`config.mk`:
```
export PLATFORM = sky130hd
export DESIGN_NAME = pr_softreg_regfile
export DESIGN_NICKNAME = d
export VERILOG_FILES = /design/src/rtl/pr_softreg_regfile_pkg.sv /design/src/rtl/pr_softreg_regfile.sv
export SDC_FILE = /design/constraint.sdc
export NUM_CORES = 2
export LEC_CHECK = 0
export BUFFER_PORTS_ARGS = -buffer_cell sky130_fd_sc_hd__buf_2
export CELL_PAD_IN_SITES_DETAIL_PLACEMENT = 0
export CELL_PAD_IN_SITES_GLOBAL_PLACEMENT = 1
export CORE_ASPECT_RATIO = 0.7
export CORE_MARGIN = 1
export CORE_UTILIZATION = 47
export CTS_CLUSTER_DIAMETER = 200
export DETAILED_ROUTE_END_ITERATION = 8
export GPL_ROUTABILITY_DRIVEN = 0
export PLACE_DENSITY_LB_ADDON = 0.08
export SLEW_MARGIN = 20
export SYNTH_ARGS = -nofsm -noshare
export SYNTH_HDL_FRONTEND = slang
export SYNTH_SLANG_ARGS = --single-unit
```
`constraint.sdc`:
```
create_clock -name clk -period 54 [get_ports clk]
set_input_delay 2.7 -clock clk [delete_from_list [all_inputs] [get_ports clk]]
set_output_delay 2.7 -clock clk [all_outputs]
set_load 0.02 [all_outputs]
```
`src/rtl/pr_softreg_regfile_pkg.sv`:
```
// ---------------------------------------------------------------------------
// pr_softreg_regfile_pkg
// Register map and state encoding shared by the PageRank SoftReg responder
// and anything that talks to it.
//   - ADDR_*        : SoftReg register addresses. The seven configuration
//                     registers occupy addresses 0..NUM_CFG-1, so a cfg
//                     address doubles as its index into the cfg array.
//   - state_e       : responder state (CONFIG, RUNNING, DONE).
// ---------------------------------------------------------------------------
package pr_softreg_regfile_pkg;

    localparam int unsigned NUM_CFG = 7;

    // Configuration registers (index == address)
    localparam int unsigned ADDR_N_VERT           = 0;
    localparam int unsigned ADDR_N_INEDGES        = 1;
    localparam int unsigned ADDR_VADDR            = 2;
    localparam int unsigned ADDR_IEADDR           = 3;
    localparam int unsigned ADDR_WRITE_ADDR0      = 4;
    localparam int unsigned ADDR_WRITE_ADDR1      = 5;
    localparam int unsigned ADDR_N_ROUNDS         = 6;
    // Control / status registers
    localparam int unsigned ADDR_DO_INIT          = 7;
    localparam int unsigned ADDR_DONE_READ_PARAMS = 8;
    localparam int unsigned ADDR_STATUS           = 9;
    localparam int unsigned ADDR_CYCLE_CNT        = 10;

    typedef enum logic [1:0] {
        ST_CONFIG  = 2'd0,
        ST_RUNNING = 2'd1,
        ST_DONE    = 2'd2
    } state_e;

endpackage

```
`src/rtl/pr_softreg_regfile.sv`:
```
// ---------------------------------------------------------------------------
// pr_softreg_regfile
// SoftReg responder for the PageRank accelerator. Host writes land in the
// configuration registers, a DONE_READ_PARAMS write launches the core with a
// one-cycle start pulse, reads are answered with latency 1, and the core's
// completion status is returned as an unsolicited response.
// Ports:
//   clk, rst                    clock, asynchronous active-high reset
//   softreg_req_*               host request (valid, isWrite, addr, data)
//   softreg_resp_valid/_data    one-cycle response strobe and payload
//   cfg_*                       latched configuration towards the core
//   cfg_do_init                 bit 0 of the last DO_INIT write
//   core_start                  one-cycle start pulse to the core
//   core_done, core_status      completion pulse and status from the core
// ---------------------------------------------------------------------------
module pr_softreg_regfile
    import pr_softreg_regfile_pkg::*;
#(
    parameter int ADDR_W = 32,
    parameter int DATA_W = 64,
    parameter int CNT_W  = 64
) (
    input  logic              clk,
    input  logic              rst,
    input  logic              softreg_req_valid,
    input  logic              softreg_req_isWrite,
    input  logic [ADDR_W-1:0] softreg_req_addr,
    input  logic [DATA_W-1:0] softreg_req_data,
    output logic              softreg_resp_valid,
    output logic [DATA_W-1:0] softreg_resp_data,
    output logic [DATA_W-1:0] cfg_n_vert,
    output logic [DATA_W-1:0] cfg_n_inedges,
    output logic [DATA_W-1:0] cfg_vaddr,
    output logic [DATA_W-1:0] cfg_ieaddr,
    output logic [DATA_W-1:0] cfg_waddr0,
    output logic [DATA_W-1:0] cfg_waddr1,
    output logic [DATA_W-1:0] cfg_n_rounds,
    output logic              cfg_do_init,
    output logic              core_start,
    input  logic              core_done,
    input  logic [DATA_W-1:0] core_status
);

    logic [DATA_W-1:0] cfg_q [NUM_CFG];
    logic              do_init_q;
    state_e            state_q;
    logic [CNT_W-1:0]  cnt_q, cnt_d;
    logic [DATA_W-1:0] status_q;
    logic              start_q;
    logic              resp_valid_q, resp_valid_d;
    logic [DATA_W-1:0] resp_data_q, resp_data_d;
    // One-deep holding slots for a response that lost arbitration
    logic              rd_pend_q, rd_pend_d;
    logic [DATA_W-1:0] rd_pend_data_q, rd_pend_data_d;
    logic              cmp_pend_q, cmp_pend_d;

    logic              wr_en, rd_en, cmp_en, drp_wr;
    logic [DATA_W-1:0] rd_data;

    // Writes are only honoured outside a run so the core sees stable config
    assign wr_en  = softreg_req_valid && softreg_req_isWrite && (state_q != ST_RUNNING);
    assign rd_en  = softreg_req_valid && !softreg_req_isWrite;
    assign cmp_en = core_done && (state_q == ST_RUNNING);
    assign drp_wr = wr_en && (softreg_req_addr == ADDR_W'(ADDR_DONE_READ_PARAMS));

    // Read data mux; unknown addresses return 0
    always_comb begin
        rd_data = '0;
        for (int i = 0; i < NUM_CFG; i++) begin
            if (softreg_req_addr == ADDR_W'(i)) rd_data = cfg_q[i];
        end
        if (softreg_req_addr == ADDR_W'(ADDR_DO_INIT))   rd_data = DATA_W'(do_init_q);
        if (softreg_req_addr == ADDR_W'(ADDR_STATUS))    rd_data = status_q;
        if (softreg_req_addr == ADDR_W'(ADDR_CYCLE_CNT)) rd_data = DATA_W'(cnt_q);
    end

    // Response arbitration: a held response is oldest and goes first, then a
    // fresh read, then a fresh completion. Whatever loses waits one cycle in
    // its slot. At most one response is ever waiting because a completion can
    // only occur once per run and a write cycle (needed to restart) drains it.
    always_comb begin
        logic busy;
        busy           = 1'b0;
        resp_valid_d   = 1'b0;
        resp_data_d    = '0;
        rd_pend_d      = 1'b0;
        rd_pend_data_d = rd_pend_data_q;
        cmp_pend_d     = 1'b0;
        if (rd_pend_q) begin
            resp_valid_d = 1'b1;
            resp_data_d  = rd_pend_data_q;
            busy         = 1'b1;
        end
        if (cmp_pend_q) begin
            if (!busy) begin
                resp_valid_d = 1'b1;
                resp_data_d  = status_q;
                busy         = 1'b1;
            end else begin
                cmp_pend_d = 1'b1;
            end
        end
        if (rd_en) begin
            if (!busy) begin
                resp_valid_d = 1'b1;
                resp_data_d  = rd_data;
                busy         = 1'b1;
            end else begin
                rd_pend_d      = 1'b1;
                rd_pend_data_d = rd_data;
            end
        end
        if (cmp_en) begin
            if (!busy) begin
                resp_valid_d = 1'b1;
                resp_data_d  = core_status;
            end else begin
                cmp_pend_d = 1'b1;
            end
        end
    end

    // Run counter: cleared on launch, counts running cycles up to (not
    // including) the completion cycle, saturates instead of wrapping.
    always_comb begin
        cnt_d = cnt_q;
        if (drp_wr) begin
            cnt_d = '0;
        end else if ((state_q == ST_RUNNING) && !core_done && (cnt_q != {CNT_W{1'b1}})) begin
            cnt_d = cnt_q + 1'b1;
        end
    end

    always_ff @(posedge clk or posedge rst) begin
        if (rst) begin
            for (int i = 0; i < NUM_CFG; i++) cfg_q[i] <= '0;
            do_init_q      <= 1'b0;
            state_q        <= ST_CONFIG;
            cnt_q          <= '0;
            status_q       <= '0;
            start_q        <= 1'b0;
            resp_valid_q   <= 1'b0;
            resp_data_q    <= '0;
            rd_pend_q      <= 1'b0;
            rd_pend_data_q <= '0;
            cmp_pend_q     <= 1'b0;
        end else begin
            cnt_q          <= cnt_d;
            start_q        <= drp_wr;
            resp_valid_q   <= resp_valid_d;
            resp_data_q    <= resp_data_d;
            rd_pend_q      <= rd_pend_d;
            rd_pend_data_q <= rd_pend_data_d;
            cmp_pend_q     <= cmp_pend_d;
            if (wr_en) begin
                for (int i = 0; i < NUM_CFG; i++) begin
                    if (softreg_req_addr == ADDR_W'(i)) cfg_q[i] <= softreg_req_data;
                end
                if (softreg_req_addr == ADDR_W'(ADDR_DO_INIT)) do_init_q <= softreg_req_data[0];
            end
            if (cmp_en) status_q <= core_status;
            case (state_q)
                ST_CONFIG:  if (drp_wr) state_q <= ST_RUNNING;
                ST_RUNNING: if (core_done) state_q <= ST_DONE;
                ST_DONE:    if (drp_wr) state_q <= ST_RUNNING;
                default:    state_q <= ST_CONFIG;
            endcase
        end
    end

    assign softreg_resp_valid = resp_valid_q;
    assign softreg_resp_data  = resp_data_q;
    assign cfg_n_vert         = cfg_q[ADDR_N_VERT];
    assign cfg_n_inedges      = cfg_q[ADDR_N_INEDGES];
    assign cfg_vaddr          = cfg_q[ADDR_VADDR];
    assign cfg_ieaddr         = cfg_q[ADDR_IEADDR];
    assign cfg_waddr0         = cfg_q[ADDR_WRITE_ADDR0];
    assign cfg_waddr1         = cfg_q[ADDR_WRITE_ADDR1];
    assign cfg_n_rounds       = cfg_q[ADDR_N_ROUNDS];
    assign cfg_do_init        = do_init_q;
    assign core_start         = start_q;

endmodule

```
==> out/metrics.yaml <==
status: "complete, no violations"
grt_pass1_vias: 27820
cpPeakStageDelay_ns: 0.91
dieArea_sq_um: 72200
cp-startpoint: "softreg_req_addr[16]"
viasPerCell: 6.202
synthArstFlopShare_pct: 100.0
synth_area_sq_um: 33420
critPathLaunchType: "input port"
grt_first_pass_wirelength_mm: 196.4
p_sw_share_pct: 23.57
synth_ff_type: "dfrtp_1"
ios: 680
synth_nets: 3179
met2_usage_pct: 59.45
placed_cells: 4482
post-route-period-util_pct: 11.82
p_leak_uw: 0.02076
hpwl_mm: 97.14
yosysSeqAreaShare_pct: 53.24
ctsResizeCount: 0
critPathKind: "in -> reg"
dp_worst_setup_slack_ns: 47.24
post-route-min-period_ns: 6.384
cts_setup_buffers: 0
yosysTopAreaCell: "dfrtp_1"
synth-edff-count: 0
synth_top_area_share_pct: 53.24
wl_per_cell_microns: 29.55
routed_wl_mm: 136.4
cts_buffer_depth: 3
start_util_pct: 47.65
rr_worst_depth: 6
insertion_delay_ns: 0.65
grtUsageMet3_pct: 9.076
synth.area.top_cells: "dfrtp_1 53%, mux2_2 13%, nand2_1 4.3%"
gr-total-overflow: 0
worstMarginPinSlew_ns: 1.194
io_buffers: 679
grt_usage_pct: 37.43
vias: 28640
cts_root_buf: "clkbuf_16"
syn2layout_area_growth_pct: 19.64
cts_tree: "done"
cap_violations: 0
die_width_microns: 320.7
slowest_stage: "nor3_4"
fin_cells: 4617
clock.fmax_mhz: 156.6
fin_ws_ns: 47.62
core_area_sq_um: 70130
r2r_start: "state_q[1]$_DFFE_PP0P_"
internal_power_uw: 831.6
crit_end: "cfg_vaddr[33]$_DFFE_PP0P_"
synth.distinct_cells: 69
num-fill-cells: 6103
holdBufCountCts: 0
skew_ns: 0.02192
peakVddDrop_mv: 0.02007
yosysWarnings: 0
first_iter_violations: 2704
slew_violations: 0
power.density_nw_per_um2: 27.21
rsz0062_at_grt: "false"
top_usage_layer: "met2"
crit_top_cell: "buf_4"
cts.sinks: 711
clockPowerShare_pct: 46.7
crit_required_ns: 54.52
setup_viol: 0
rows: 81
grt.met1_usage_pct: 46.82
ant_nets: 0
h-tree-depth: 3
crit_path_end_kind: "flip-flop"
p_total_uw: 1088
nNetsFinal: 3770
p_sw_uw: 256.4
route.detailed.drc: 0
grt_max_degree: 184
crit_fanout: 58
cts_inserted_buffers: 73
worstPathCellList: "buf_2 > nor4_1 > nand4_4 > buf_4 > nor3_4 > nand4_1 > buf_4 > mux2_2"
cp.arrival_ns: 6.90
final_common_cell: "dfrtp_1"
die_y_microns: 225.1
drt_pass1_iterations: 6
final_cell_mix: "709 x dfrtp_1, 678 x buf_2, 385 x nand2_1, 379 x mux2_2, 226 x nor2_1"
postSynthAreaPerCell_sq_um: 11.09
antenna_found_initial: 5
ys_ff_latch: 711
final_layout_size_suffix_gt1_share_pct: 35.01
hold_violations: 0
hold_path.class: "reg -> reg"
synth_cells: 3013
timing.hold.ws_ns: 0.4832
power_frac_seq_pct: 49.5
finalSetupTns_ns: 0
regToRegEndpoint: "cfg_n_inedges[32]$_DFFE_PP0P_"
clk_pin_slew_ns: 0.06
slew_headroom_pct: 20.18
power_frac_comb_pct: 3.8
r2r_slack_ns: 50.77
[worst min path at each step]
stage | from | to | slack [ns] | cells past startpoint
CTS | rd_pend_data_q[62]$_DFFE_PP0P_ | rd_pend_data_q[62]$_DFFE_PP0P_ | 0.48 | 2
global placement | rd_pend_data_q[8]$_DFFE_PP0P_ | rd_pend_data_q[8]$_DFFE_PP0P_ | 0.46 | 2
floorplan | rd_pend_data_q[0]$_DFFE_PP0P_ | rd_pend_data_q[0]$_DFFE_PP0P_ | 0.45 | 2
global route | rd_pend_data_q[14]$_DFFE_PP0P_ | rd_pend_data_q[14]$_DFFE_PP0P_ | 0.50 | 2
detailed placement | rd_pend_data_q[62]$_DFFE_PP0P_ | rd_pend_data_q[62]$_DFFE_PP0P_ | 0.47 | 2
finish | rd_pend_data_q[62]$_DFFE_PP0P_ | rd_pend_data_q[62]$_DFFE_PP0P_ | 0.48 | 2
[sequential cells by signal, summed over array words and instances, names as in the netlist]
| name | cells |
|---|---|
| cfg_do_init | 1 |
| softreg_resp_valid | 1 |
| rd_pend_q | 1 |
| cfg_n_rounds | 64 |
| rd_pend_data_q | 64 |
| core_start | 1 |
| cfg_waddr0 | 64 |
| softreg_resp_data | 64 |
| cfg_waddr1 | 64 |
| status_q | 64 |
| cmp_pend_q | 1 |
| cfg_vaddr | 64 |
| cfg_n_inedges | 64 |
| cfg_ieaddr | 64 |
| cfg_n_vert | 64 |
| state_q | 2 |
| cnt_q | 64 |
[power by group through the flow]
stage | combinational [uW] | sequential (uW) | clock (uW)
2_1_floorplan | 19.8 | 548 | 0
3_3_place_gp | 40.9 | 548 | 0
3_5_place_dp | 41.8 | 548 | 0
4_1_cts | 41.9 | 538 | 512
5_1_grt | 45.3 | 538 | 534
6_report | 41.6 | 538 | 508
[final cells by class]
class | count | area [sq um] | share of cell area [%]
diodes | 4 | 10.01 | 0.02503
repair buffers | 738 | 3860 | 9.653
flip-flops and latches | 711 | 17800 | 44.51
inverters | 26 | 105.1 | 0.2628
multi-input cells | 2054 | 14700 | 36.76
clock inverters | 24 | 216.5 | 0.5413
clock buffers | 106 | 2106 | 5.266
well taps | 954 | 1194 | 2.985
[Yosys cell counts, types with 9 or more instances]
master     instances
o22ai_1           31
and4_1             9
o2bb2ai_1         14
mux2i_1          103
a31oi_1           26
dfrtp_1          711
o32ai_1           14
nor3_1            46
nand3_1           36
inv_1             24
nor2_1           227
o21ai_1           49
mux2_2           379
o21ai_0           69
nand2b_1          32
a221oi_1          65
nand2_1          387
clkbuf_1         136
a211oi_1          17
buf_2             57
nor4_1            10
a22o_1            25
mux2_1            83
buf_1             20
o211ai_1          13
o31ai_1           64
and3_1            19
nand4_1           28
or3_1             17
a21oi_1          125
or4_1             33
a311oi_1          14
a221o_1           32
[worst max-delay path, delay by kind of cell]
family | cells | cell delay, ns
buffers and inverters | 3 | 1.12
AND/OR/NAND/NOR | 4 | 2.36
multiplexers | 1 | 0.48
[routing by layer]
| metal | vias up | part of all wire, % | routed length, microns |
|---|---|---|---|
| met5 | - | 0.022 | 30 |
| met4 | 4 | 6.3 | 8547 |
| met3 | 311 | 8.3 | 11390 |
| met2 | 1466 | 46 | 63440 |
| met1 | 14610 | 39 | 53040 |
| li1 | 12250 | - | - |
[metrics by stage]
| stage | util [%] | area (sq um) |
|---|---|---|
| final | 57.01 | 39990 |
| after detailed placement | 53.68 | 37650 |
| after global routing | 57.01 | 39980 |
| after floorplan | - | 33420 |
| after CTS | 56.99 | 39970 |
| after global placement | 53.68 | 37650 |
[kinds of logic after synthesis]
| kind of cell | synth area share [%] |
|---|---|
| compound gates | 12.42 |
| xor+xnor | 0.07863 |
| fa+ha+maj | 0.03743 |
| buf+inv | 3.212 |
| flops | 53.24 |
| mux | 18.65 |
| simple gates | 12.36 |
No activity file was read; power rests on OpenSTA's default activity.
